[src/rtl/router_pkt_tx_if.sv]
// Byte-stream bundle between local logic, the packet transmitter and the router.
interface router_pkt_tx_if;
    logic       wr_en;
    logic [7:0] wr_data;
    logic       send;
    logic [1:0] dest;
    logic       corrupt_parity;
    logic       router_busy;
    logic [7:0] data_out;
    logic       pkt_valid;
    logic       tx_busy;
    logic [5:0] wr_count;
    logic       done;
    logic       err;

    modport master (
        input  wr_en, wr_data, send, dest, corrupt_parity, router_busy,
        output data_out, pkt_valid, tx_busy, wr_count, done, err
    );

    modport slave (
        output wr_en, wr_data, send, dest, corrupt_parity, router_busy,
        input  data_out, pkt_valid, tx_busy, wr_count, done, err
    );
endinterface

[src/rtl/router_pkt_tx.sv]
// Buffers a payload, then streams header/payload/parity to the router with no bubbles.
// First byte one clock after send; holds the current byte while router_busy is high.
module router_pkt_tx #(
    parameter int MAX_LEN = 63,
    parameter int IFG     = 2
) (
    input  logic            clk,
    input  logic            reset,
    router_pkt_tx_if.master bus
);
    localparam int GW = $clog2(IFG + 1);

    typedef enum logic [2:0] {IDLE, HDR, PLD, PAR, GAP} state_t;

    state_t        state_q, state_d;
    logic [7:0]    buffer [64];
    logic [7:0]    rd_byte;
    logic          accept, buf_we;

    logic [7:0]    data_q, data_d;
    logic          pkt_valid_q, pkt_valid_d;
    logic          tx_busy_q, tx_busy_d;
    logic          done_q, done_d;
    logic          err_q, err_d;
    logic [5:0]    wr_count_q, wr_count_d;
    logic [5:0]    rd_ptr_q, rd_ptr_d;
    logic [5:0]    length_q, length_d;
    logic [7:0]    parity_q, parity_d;
    logic          corrupt_q, corrupt_d;
    logic [GW-1:0] gap_q, gap_d;

    assign accept  = !bus.router_busy;
    assign rd_byte = buffer[rd_ptr_q];

    always_ff @(posedge clk or posedge reset) begin
        if (reset) state_q <= IDLE;
        else       state_q <= state_d;
    end

    always_comb begin
        state_d = state_q;
        unique case (state_q)
            IDLE: if (bus.send && wr_count_q != 6'd0) state_d = HDR;
            HDR:  if (accept) state_d = PLD;
            PLD:  if (accept && rd_ptr_q >= length_q) state_d = PAR;
            PAR:  if (accept) state_d = GAP;
            GAP:  if (gap_q <= GW'(1)) state_d = IDLE;
            default: state_d = IDLE;
        endcase
    end

    always_comb begin
        data_d      = data_q;
        pkt_valid_d = pkt_valid_q;
        tx_busy_d   = (state_d != IDLE);
        done_d      = 1'b0;
        err_d       = 1'b0;
        wr_count_d  = wr_count_q;
        rd_ptr_d    = rd_ptr_q;
        length_d    = length_q;
        parity_d    = parity_q;
        corrupt_d   = corrupt_q;
        gap_d       = gap_q;
        buf_we      = 1'b0;
        unique case (state_q)
            IDLE: begin
                // A send always takes priority; a concurrent write is dropped.
                if (bus.send) begin
                    if (wr_count_q != 6'd0) begin
                        data_d      = {wr_count_q, bus.dest};
                        parity_d    = {wr_count_q, bus.dest};
                        pkt_valid_d = 1'b1;
                        length_d    = wr_count_q;
                        corrupt_d   = bus.corrupt_parity;
                        rd_ptr_d    = 6'd0;
                    end
                    err_d = (wr_count_q == 6'd0) || bus.wr_en;
                end else if (bus.wr_en) begin
                    if (wr_count_q < 6'(MAX_LEN)) begin
                        buf_we     = 1'b1;
                        wr_count_d = wr_count_q + 6'd1;
                    end else begin
                        err_d = 1'b1;
                    end
                end
            end
            HDR, PLD: begin
                // rd_ptr is 0 in HDR, so the header accept fetches buffer[0].
                if (accept) begin
                    if (rd_ptr_q < length_q) begin
                        data_d   = rd_byte;
                        rd_ptr_d = rd_ptr_q + 6'd1;
                        parity_d = parity_q ^ rd_byte;
                    end else begin
                        data_d      = parity_q ^ {8{corrupt_q}};
                        pkt_valid_d = 1'b0;
                    end
                end
            end
            PAR: begin
                if (accept) begin
                    data_d     = 8'd0;
                    done_d     = 1'b1;
                    wr_count_d = 6'd0;
                    gap_d      = GW'(IFG);
                end
            end
            GAP: if (gap_q > GW'(1)) gap_d = gap_q - GW'(1);
            default: ;
        endcase
        if (state_q != IDLE && (bus.send || bus.wr_en)) err_d = 1'b1;
    end

    always_ff @(posedge clk or posedge reset) begin
        if (reset) begin
            data_q      <= 8'd0;
            pkt_valid_q <= 1'b0;
            tx_busy_q   <= 1'b0;
            done_q      <= 1'b0;
            err_q       <= 1'b0;
            wr_count_q  <= 6'd0;
            rd_ptr_q    <= 6'd0;
            length_q    <= 6'd0;
            parity_q    <= 8'd0;
            corrupt_q   <= 1'b0;
            gap_q       <= '0;
        end else begin
            data_q      <= data_d;
            pkt_valid_q <= pkt_valid_d;
            tx_busy_q   <= tx_busy_d;
            done_q      <= done_d;
            err_q       <= err_d;
            wr_count_q  <= wr_count_d;
            rd_ptr_q    <= rd_ptr_d;
            length_q    <= length_d;
            parity_q    <= parity_d;
            corrupt_q   <= corrupt_d;
            gap_q       <= gap_d;
        end
    end

    always_ff @(posedge clk) begin
        if (buf_we) buffer[wr_count_q] <= bus.wr_data;
    end

    assign bus.data_out  = data_q;
    assign bus.pkt_valid = pkt_valid_q;
    assign bus.tx_busy   = tx_busy_q;
    assign bus.wr_count  = wr_count_q;
    assign bus.done      = done_q;
    assign bus.err       = err_q;
endmodule

[src/flat_wrapper.sv]
// flat-port wrapper written by rule: the top's interface ports become plain ports
module router_pkt_tx_flat 
#(
    parameter int MAX_LEN = 63,
    parameter int IFG     = 2
)
  (clk, reset, bus_wr_en, bus_wr_data, bus_send, bus_dest, bus_corrupt_parity, bus_router_busy, bus_data_out, bus_pkt_valid, bus_tx_busy, bus_wr_count, bus_done, bus_err);
  router_pkt_tx_if bus_i ();
  input  logic clk;
  input  logic reset;
  input wire logic [$bits(bus_i.wr_en)-1:0] bus_wr_en;
  input wire logic [$bits(bus_i.wr_data)-1:0] bus_wr_data;
  input wire logic [$bits(bus_i.send)-1:0] bus_send;
  input wire logic [$bits(bus_i.dest)-1:0] bus_dest;
  input wire logic [$bits(bus_i.corrupt_parity)-1:0] bus_corrupt_parity;
  input wire logic [$bits(bus_i.router_busy)-1:0] bus_router_busy;
  output wire logic [$bits(bus_i.data_out)-1:0] bus_data_out;
  output wire logic [$bits(bus_i.pkt_valid)-1:0] bus_pkt_valid;
  output wire logic [$bits(bus_i.tx_busy)-1:0] bus_tx_busy;
  output wire logic [$bits(bus_i.wr_count)-1:0] bus_wr_count;
  output wire logic [$bits(bus_i.done)-1:0] bus_done;
  output wire logic [$bits(bus_i.err)-1:0] bus_err;
  assign bus_i.wr_en = bus_wr_en;
  assign bus_i.wr_data = bus_wr_data;
  assign bus_i.send = bus_send;
  assign bus_i.dest = bus_dest;
  assign bus_i.corrupt_parity = bus_corrupt_parity;
  assign bus_i.router_busy = bus_router_busy;
  assign bus_data_out = bus_i.data_out;
  assign bus_pkt_valid = bus_i.pkt_valid;
  assign bus_tx_busy = bus_i.tx_busy;
  assign bus_wr_count = bus_i.wr_count;
  assign bus_done = bus_i.done;
  assign bus_err = bus_i.err;
  router_pkt_tx #(.MAX_LEN(MAX_LEN), .IFG(IFG)) u_core (.clk(clk), .reset(reset), .bus(bus_i));
endmodule
[config.mk]
export PLATFORM = sky130hd
export DESIGN_NAME = router_pkt_tx_flat
export DESIGN_NICKNAME = d
export VERILOG_FILES = /design/src/rtl/router_pkt_tx_if.sv /design/src/rtl/router_pkt_tx.sv /design/src/flat_wrapper.sv
export SDC_FILE = /design/constraint.sdc
export NUM_CORES = 1
export LEC_CHECK = 0
export ABC_AREA = 1
export ABC_CLOCK_PERIOD_IN_PS = 5300
export CAP_MARGIN = 15
export CORE_MARGIN = 2
export CORE_UTILIZATION = 35
export DETAILED_ROUTE_END_ITERATION = 8
export GPL_ROUTABILITY_DRIVEN = 0
export SKIP_CTS_REPAIR_TIMING = 1
export SYNTH_ARGS = -nofsm -noshare
export SYNTH_HDL_FRONTEND = slang
export SYNTH_SLANG_ARGS = --single-unit
export TNS_END_PERCENT = 5
[constraint.sdc]
create_clock -name clk -period 5.3 [get_ports clk]
set_input_delay 0.53 -clock clk [delete_from_list [all_inputs] [get_ports clk]]
set_output_delay 0.53 -clock clk [all_outputs]
set_load 0.1 [all_outputs]
=== After elaboration in Yosys (flattened, before gate mapping) ===
Memory sizes are Yosys's and may differ from the RTL's.
Index checks and enable logic that the tools add are counted.

* Input bits: 16
* Register bits after elaboration: 44
* Logic and storage cells: 105
* Output and inout port bits: 18
* Memories: 1
* Memory bits (writable): 512

* Magnitude comparators: 5
* Bitwise logic cells: 2
* Mux-type cells: 46
* $add $sub $neg: 3
* Reductions and logical operators: 22
* Eq/ne operators: 14

{| class="wikitable"
|+ Memories
! memory !! depth !! width !! read ports !! clocked after memory_dff !! wr ports !! RTL line !! text
|-
| u_core.buffer || 64 || 8 || 1 || 0 || 1 || router_pkt_tx.sv:16 || <nowiki>logic [7:0] buffer [64];</nowiki>
|}

{| class="wikitable"
|+ Operators with widths
! cell !! number
|-
| 2-to-1 mux 8 bit || 7
|-
| 2-to-1 mux 6 bit || 8
|-
| case mux 6 bit (2 select lines) || 2
|-
| case mux 8 bit (3 select lines) || 1
|-
| AND reduction 5 bit || 4
|-
| 2-to-1 mux 1 bit || 17
|-
| case mux 8 bit (2 select lines) || 1
|-
| XOR 8 bit || 2
|-
| 2-to-1 mux 3 bit || 5
|-
| case mux 3 bit (5 select lines) || 1
|-
| adder 6 x 1 -> 6 bit (second input constant) || 2
|-
| != test 2 bit (second input constant) || 6
|-
| nonzero test 3 bit || 3
|-
| != test 2 x 1 -> 1 bit (second input constant) || 4
|-
| equality test 3 x 2 -> 1 bit (second input constant) || 2
|-
| greater-or-equal comparator 6 bit || 1
|-
| zero test 6 bit || 1
|-
| less-than comparator 6 bit || 1
|-
| less-than comparator 6 bit (second input constant) || 1
|-
| AND reduction 3 bit || 2
|-
| nonzero test 2 bit || 3
|-
| nonzero test 6 bit || 1
|-
| 2-to-1 mux 2 bit || 2
|-
| case mux 2 bit (2 select lines) || 1
|-
| other kinds (11) || 14
|}

=== Logic depth before layout (Yosys ltp) ===
Gate-level depths: netlist (run 1).

* Depth in word-level cells: 7
* Gate-level depth with buffers: 16
* Mapped depth without buffers: 14

=== Worst setup path before layout (run 1) ===
No wires, ideal clock.

* Kind: register to register
* Start: register u_core.wr_count_q[1] (netlist: u_core.bus.wr_count[1])
* End: register u_core.rd_ptr_q[5]
* Clock period less this slack: 2740 ps
* Buffers on the path: 1
* Cell stages (with the launch flop): 14
* Library setup time: 127 ps
* Path slack: 2560 ps
* Arrival time: 2613 ps
* Required time: 5173 ps
* Cells stage by stage: dfrtp_1 > clkinv_1 > ha_1 > nand2_1 > nor2_2 > nand2_2 > nand2_2 > nor2_4 > nand2_1 > buf_4 > nor3_4 > nand2_1 > o21ai_1 > a21oi_1

* Word-level cells in the longest chain between the ends: 3

{| class="wikitable"
|+ RTL lines
! element !! RTL line !! text
|-
| start, declared || router_pkt_tx.sv:25 || <nowiki>logic [5:0] wr_count_q, wr_count_d;</nowiki>
|-
| start signal, assigned || router_pkt_tx.sv:133 || <nowiki>wr_count_q <= wr_count_d;</nowiki>
|-
| nonzero test 6 bit || router_pkt_tx.sv:69 || <nowiki>if (wr_count_q != 6'd0) begin</nowiki>
|-
| != test 2 x 1 -> 1 bit (no line) || -- ||
|-
| AND reduction 5 bit (no line) || -- ||
|-
| end signal, assigned || router_pkt_tx.sv:134 || <nowiki>rd_ptr_q <= rd_ptr_d;</nowiki>
|-
| end, declared || router_pkt_tx.sv:26 || <nowiki>logic [5:0] rd_ptr_q, rd_ptr_d;</nowiki>
|}

No other way between the ends.
A chain may end at the register's enable or synchronous reset.

=== Worst setup path after layout (run 1) ===
* Start: register u_core.state_q[0]
* End: memory u_core.buffer[62][2] (enable)

* Word-level cells in the longest chain between the ends: 4

{| class="wikitable"
|+ RTL lines
! element !! RTL line !! text
|-
| start, declared || router_pkt_tx.sv:15 || <nowiki>state_t state_q, state_d;</nowiki>
|-
| start signal, assigned || router_pkt_tx.sv:37 || <nowiki>else state_q <= state_d;</nowiki>
|-
| zero test 3 bit || router_pkt_tx.sv:65 || <nowiki>unique case (state_q)</nowiki>
|-
| 2-to-1 mux 1 bit || router_pkt_tx.sv:65 ||
|-
| 2-to-1 mux 1 bit || router_pkt_tx.sv:143 || <nowiki>if (buf_we) buffer[wr_count_q] <= bus.wr_data;</nowiki>
|-
| 2-to-1 mux 1 bit (not written as such) || router_pkt_tx.sv:143 ||
|-
| end, declared || router_pkt_tx.sv:16 ||
|}

No other way between the ends.

==> run summary, run 1 <==
worst rel slew slack - 25.62%
Max FO, Critical Path - 8
Sw Pwr - 4392 uW
crit path cell chain - inv_2 > nand2_1 > nor2_2 > nand2_1 > inv_2 > nand3_2 > nor2_2 > nand3_1 > nor2_1
Routed Antenna Nets - 0
initial antenna violation count - 1
GR Layer Usage met3 - 2.455%
post-route cell area - 27210 um^2
core area - 68590 um^2
Die H - 267.4 um
Final setup viols - 0
area of the mapped netlist - 24270 um^2
outcome - finished clean
library cells used by synthesis - 36
XOR/XNOR Fraction of Synth Area - 0.3247%
# diodes - 0
most numerous cell in the Yosys netlist - nand2_1
busiest grt layer - met2
Die Wd - 267.4 um
gr ovfl total - 0
I/O Buffers - 33
area leader, netlist - edfxtp_1
Area contributors post-synth - edfxtp_1 (63%), nand2_1 (13%), nand3_1 (6.1%)
slowest stage delay, CP - 920 ps
number of global-route vias before repair - 16080
Final Hold Viols - 0
clk_skew - 24.33 ps
Cell Pwr Density - 468.1 nW/um^2
RR Startpoint - u_core.state_q[0]$_DFF_PP0_
CP Class - flop to flop
CP endpoint kind - flop
Worst-path clk slew - 70 ps
CP Data Required Time - 5540 ps
TritonCTS Sinks - 556
syn nets - 2370
Comb power frac - 26.7%
clk root buf - clkbuf_16
r2r endpoint - u_core.buffer[62][2]$_DFFE_PP_
clock power share - 32.9%
DRC violations left - 0
first-pass GRT wire length - 94.58 mm
synthesized flop and latch total - 556
Fin Setup TNS - 0 ps
GRT Util Overall - 17.50%
Internal - 8346 uW
Final HPWL DP - 36.76 mm
Ports - 34
FF-to-FF path depth - 9
Layout Nets - 2366
Rows - 96
Seq pwr share - 40.4%
Initial Util - 35.39%
sw frac - 34.48%
Hold Path Class - input pin to async pin
largest net degree at the start of global routing - 160
GRT met1 Usage - 24.12%
Synth warnings - 0
layout cells sized above 1 - 6.200%
mux cell area share after synthesis - 0%
Worst Max-Slew Pin Slew - 1116 ps
Iteration-0 DRC Markers - 1540
R2R Setup Slk - 1870 ps
CTS max path bufs - 3
Skew-Pair Late Insertion Delay - 630 ps
Crit. Startpoint - u_core.state_q[0]$_DFF_PP0_
register area share after synthesis - 67.87%
Period Utilization, post-route - 64.77%
worst vdd ir - 0.2744 mV
mean area per synthesized cell - 10.36 um^2
CTS buffer count - 56
critical path endpoint - u_core.buffer[62][2]$_DFFE_PP_
Layout area overhead - 12.11%
Total Wirelength - 62.20 mm
number of enable flip-flop cells after synthesis - 512
fmax - 291.3 MHz
Post-Synth Simple-Gate Area - 21.98%
routing usage on met2 - 28.19%
H-Tree Depth - 2
via count - 16510
MaxCap Viol Count - 0
final slew viol count - 0
ys flop type - edfxtp_1
CTS tree - built
synthesized instance count - 2344
First-pass DRT Iterations - 6
ys async rst share - 7.914%
Arrival @ worst endpoint - 3670 ps
Crit-path slowest cell - nor2_1
synth cell count leaders - nand2_1 (811), edfxtp_1 (512), nand3_1 (297)
P_leak - 0.01058 uW
main combinational cell family by area after synthesis - simple AND/OR/NAND/NOR gates
adder-cell share of the synthesized area - 0.5154%
CP startpoint kind - flop
RSZ-0062 raised after global routing - false
final critical-path required period - 3433 ps
WL/cell - 18.75 um
Die Footprint - 71480 um^2
vias per inst - 4.977
Compound-Gate Fraction of Synth Area - 3.031%
area fraction of the dominant cell type after synthesis - 63.34%
Post-DP Area - 25240 um^2
==> how the worst min path moves through the flow <==
| stage | end | slack (ps) | start | cells past startpoint |
|---|---|---|---|---|
| after floorplan | u_core.length_q[0]$_DFFE_PP0P_ | 460 | u_core.length_q[0]$_DFFE_PP0P_ | 2 |
| after global placement | u_core.length_q[0]$_DFFE_PP0P_ | 480 | u_core.length_q[0]$_DFFE_PP0P_ | 2 |
| after detailed placement | u_core.bus.data_out[3]$_DFFE_PP0P_ | 500 | u_core.bus.data_out[3]$_DFFE_PP0P_ | 2 |
| after CTS | u_core.parity_q[2]$_DFFE_PP0P_ | 360 | reset | 3 |
| after global routing | u_core.bus.done$_DFF_PP0_ | 430 | reset | 3 |
| final | u_core.bus.done$_DFF_PP0_ | 380 | reset | 3 |
==> cell families after synthesis <==
group	count (synthesis)
and+or+nand+nor	1298
DFF	556
adders and majority gates	10
buffers and inverters	341
AOI/OAI and AO/OA	130
xor gates and xnor gates	9
==> cell usage in the layout, fill, tap and decap left out, drive strengths merged, types with 29 or more instances in the layout <==
cell    netlist  layout
buf          95      29
inv         220     221
a21oi        54      54
dfrtp        44      44
nand3       301     301
nand2       818     818
o21ai        47      47
edfxtp      512     512
nor2        172     172
clkbuf       21      70
==> layer usage <==
layer  wire, um  up-vias
met5          7        -
met4       2032        2
met3       4611      118
met2      28870      628
met1      26680     8001
li1           -     7765
==> area by class of cell <==
| cell class | instances | area (um^2) |
|---|---|---|
| fillers | 6550 | 41370 |
| inverters | 225 | 852.1 |
| clock buffers | 70 | 1506 |
| repair buffers | 54 | 460.4 |
| clock inverters | 35 | 471.7 |
| flip-flops and latches | 556 | 16480 |
| multi-input cells | 1447 | 6276 |
| well taps | 931 | 1165 |
==> critical path, delay by kind of cell, from the launching register on <==
kind                   cells  cell delay (ps)
and+or+nand+nor            7             2470
DFF                        1              420
buffers and inverters      2              170
==> sequential cells by signal, indices dropped and copies added (netlist names), 2 cells and up <==
name                 count
u_core.length_q          6
u_core.parity_q          8
u_core.gap_q             2
u_core.bus.data_out      8
u_core.rd_ptr_q          6
u_core.bus.wr_count      6
u_core.buffer          512
u_core.state_q           3
==> power groups by stage <==
stage          logic [uW]  clock network (uW)  registers [uW]
5_1_grt              3750                4440            5170
3_5_place_dp         3380                   0            5240
4_1_cts              3390                4270            5150
3_3_place_gp         3360                   0            5230
6_report             3400                4190            5150
2_1_floorplan        2190                   0            5520
==> through the flow <==
stage,hold slack (ps),utilization (%),std cells,worst slack (ps),power [uW]
after floorplan,459.4,-,2344,2560,7718
after global placement,483.8,36.80,3213,1632,8592
after detailed placement,500.9,36.80,3213,1611,8616
after CTS,357.9,39.68,3318,1842,12800
after global routing,431.0,39.68,3318,1711,13360
final,381.1,39.68,3318,1867,12740
Note: power is estimated with default switching activity, not from simulation.
==> run 2, diff against run 1 <==
--- a/config.mk
+++ b/config.mk
@@ -6,7 +6,7 @@
 export NUM_CORES = 1
 export LEC_CHECK = 0
 export ABC_AREA = 1
-export ABC_CLOCK_PERIOD_IN_PS = 5300
+export ABC_CLOCK_PERIOD_IN_PS = 3450
 export CAP_MARGIN = 15
 export CORE_MARGIN = 2
 export CORE_UTILIZATION = 35
==> constraint.sdc (replaced) <==
create_clock -name clk -period 3.45 [get_ports clk]
set_input_delay 0.345 -clock clk [delete_from_list [all_inputs] [get_ports clk]]
set_output_delay 0.345 -clock clk [all_outputs]
set_load 0.1 [all_outputs]
==> run 2 against run 1 <==
  * Sequential cell count unchanged
  * Critical endpoint is now u_core.parity_q[3]$_DFFE_PP0P_
  * Combinational power increased by 56%
  * Die area unchanged
  * Sequential share of layout area decreased by 0.57 points
  * Worst hold slack got worse by 170 ps
  * Critical path type unchanged
  * Clock power increased by 37%
  * Cell count increased by 1.7%
  * Critical path depth increased by 6
==> run summary, run 2 (synthesized netlist as in run 1, its figures left out) <==
Seq pwr share - 41.7% (+1.3 points)
RSZ-0062 raised after global routing - false
FF-to-FF path depth - 15 (+6)
Arrival @ worst endpoint - 3270 ps (-400 ps)
CTS max path bufs - 3 (unchanged)
clock power share - 30.4% (-2.5 points)
final critical-path required period - 2770 ps (-662.5 ps)
P_leak - 0.01080 uW (+2.1%)
Worst-path clk slew - 60 ps (about the same)
Die H - 267.4 um (unchanged)
layout cells sized above 1 - 8.108% (+1.9 points)
post-route cell area - 27470 um^2 (+0.95%)
CP Data Required Time - 3950 ps (-1590 ps)
Largest Register - u_core.buffer
Total Wirelength - 63.19 mm (+1.6%)
hold depth - 1
clk_skew - 12.07 ps (-12.26 ps)
DRC violations left - 0 (unchanged)
Initial Util - 35.39% (unchanged)
initial antenna violation count - 1 (unchanged)
Die Wd - 267.4 um (unchanged)
Fin Setup TNS - 0 ps (unchanged)
CP Class - flop to flop
WL/cell - 18.73 um (about the same)
first-pass GRT wire length - 96.66 mm (+2.2%)
# diodes - 0 (unchanged)
worst vdd ir - 0.3650 mV (+33%)
gr ovfl total - 0 (unchanged)
Worst Max-Slew Pin Slew - 998.2 ps (-117.4 ps)
Post-DP Area - 25790 um^2 (+2.2%)
clk root buf - clkbuf_16
H-Tree Depth - 2 (unchanged)
number of global-route vias before repair - 16080 (+0.050%)
commonest non-fill, non-tap cell in the layout - nand2_1
CTS tree - built
CP endpoint kind - flop
I/O Buffers - 33 (unchanged)
MaxCap Viol Count - 0 (unchanged)
most used cell, CP - nand2_1
max reg flops - 512 (unchanged)
Period Utilization, post-route - 80.30% (+16 points)
CTS buffer count - 55 (-1.8%)
largest net degree at the start of global routing - 135 (-16%)
Ports - 34 (unchanged)
sw frac - 35.17% (+0.69 points)
Comb power frac - 28.0% (+1.3 points)
outcome - finished clean
TritonCTS Sinks - 556 (unchanged)
Cell Pwr Density - 688.6 nW/um^2 (+47%)
Skew-Pair Late Insertion Delay - 610 ps (-20 ps)
fmax - 360.9 MHz (+24%)
First-pass DRT Iterations - 8 (+2)
Final Hold Viols - 0 (unchanged)
core area - 68590 um^2 (unchanged)
most frequent cells in the layout - nand2_1 (811), edfxtp_1 (512), nand3_1 (297)
slowest stage delay, CP - 610 ps (-310 ps)
Final setup viols - 0 (unchanged)
Die Footprint - 71480 um^2 (unchanged)
Routed Antenna Nets - 0 (unchanged)
Final HPWL DP - 39.15 mm (+6.5%)
crit path cell chain - inv_6 > buf_4 > nand2_1 > nand2_1 > nand2_1 > nand3_1 > nand3_1 > nand2_1 > nand3_1 > nand2_1 > nand2_1 > nand2_1 > nand2_1 > nand2_1 > inv_1
vias per inst - 4.954 (-0.47%)
Internal - 12270 uW (+47%)
Sw Pwr - 6654 uW (+51%)
via count - 16710 (+1.2%)
final slew viol count - 0 (unchanged)
Hold Path Class - input pin to flop
Layout Nets - 2425 (+2.5%)
GRT Util Overall - 17.75% (+0.26 points)
CP startpoint kind - flop
worst rel slew slack - 33.24% (+7.6 points)
Rows - 96 (unchanged)
Max FO, Critical Path - 52 (+44)
Layout area overhead - 13.18%
Iteration-0 DRC Markers - 1881 (+22%)
Crit-path slowest cell - dfrtp_4
==> run 2: worst max-delay path: cells and delay by family, from the launching register on <==
| family | cells | cell delay (ps) |
|---|---|---|
| flip-flops | 1 | 610 |
| AND/OR/NAND/NOR | 12 | 1240 |
| buffers and inverters | 3 | 760 |
==> run 2: metrics by stage <==
step                      instances  utilization, %  setup WS, ps  hold slack, ps  total power [uW]
after floorplan                2344               -         709.6           443.9             11860
after global placement         3273           37.60         721.9           477.7             13220
after detailed placement       3273           37.60         759.6           483.0             13280
after CTS                      3373           40.06         681.5           197.8             19000
after global routing           3373           40.06         392.3           220.4             19800
final                          3373           40.06         679.5           212.5             18920
==> run 2: final cells by class <==
cell class,count,area [um^2]
flip-flops and latches,556,16480
repair buffers,114,1011
multi-input cells,1447,6276
fillers,6546,41110
inverters,225,852.1
well taps,931,1165
clock buffers,70,1443
clock inverters,30,244.0
==> run 2: worst paths after layout <==
path	from	end	slack (ps)
worst max-delay path	u_core.rd_ptr_q[0]$_DFFE_PP0P_	u_core.parity_q[3]$_DFFE_PP0P_	680
worst min-delay path	bus_wr_data[5]	u_core.buffer[4][5]$_DFFE_PP_	210
worst max register to register	u_core.rd_ptr_q[0]$_DFFE_PP0P_	u_core.parity_q[3]$_DFFE_PP0P_	680
worst min register to register	u_core.length_q[0]$_DFFE_PP0P_	u_core.length_q[0]$_DFFE_PP0P_	510
max in group asynchronous	reset	u_core.rd_ptr_q[0]$_DFFE_PP0P_	2430
min in group asynchronous	reset	u_core.bus.data_out[6]$_DFFE_PP0P_	300
==> run 2: layer usage <==
metal	up-vias	GRT usage, %	share of wire (%)
met4	0	4.904	2.3
met1	8158	25.27	44
met3	96	2.271	6.9
met5	-	0	0
met2	586	28.56	47
li1	7869	-	-
==> run 2: power by group through the flow <==
stage	logic, uW	clock network [uW]	registers, uW
5_1_grt	5830	6070	7910
2_1_floorplan	3370	0	8490
3_3_place_gp	5210	0	8010
6_report	5290	5750	7880
3_5_place_dp	5260	0	8020
4_1_cts	5280	5840	7880
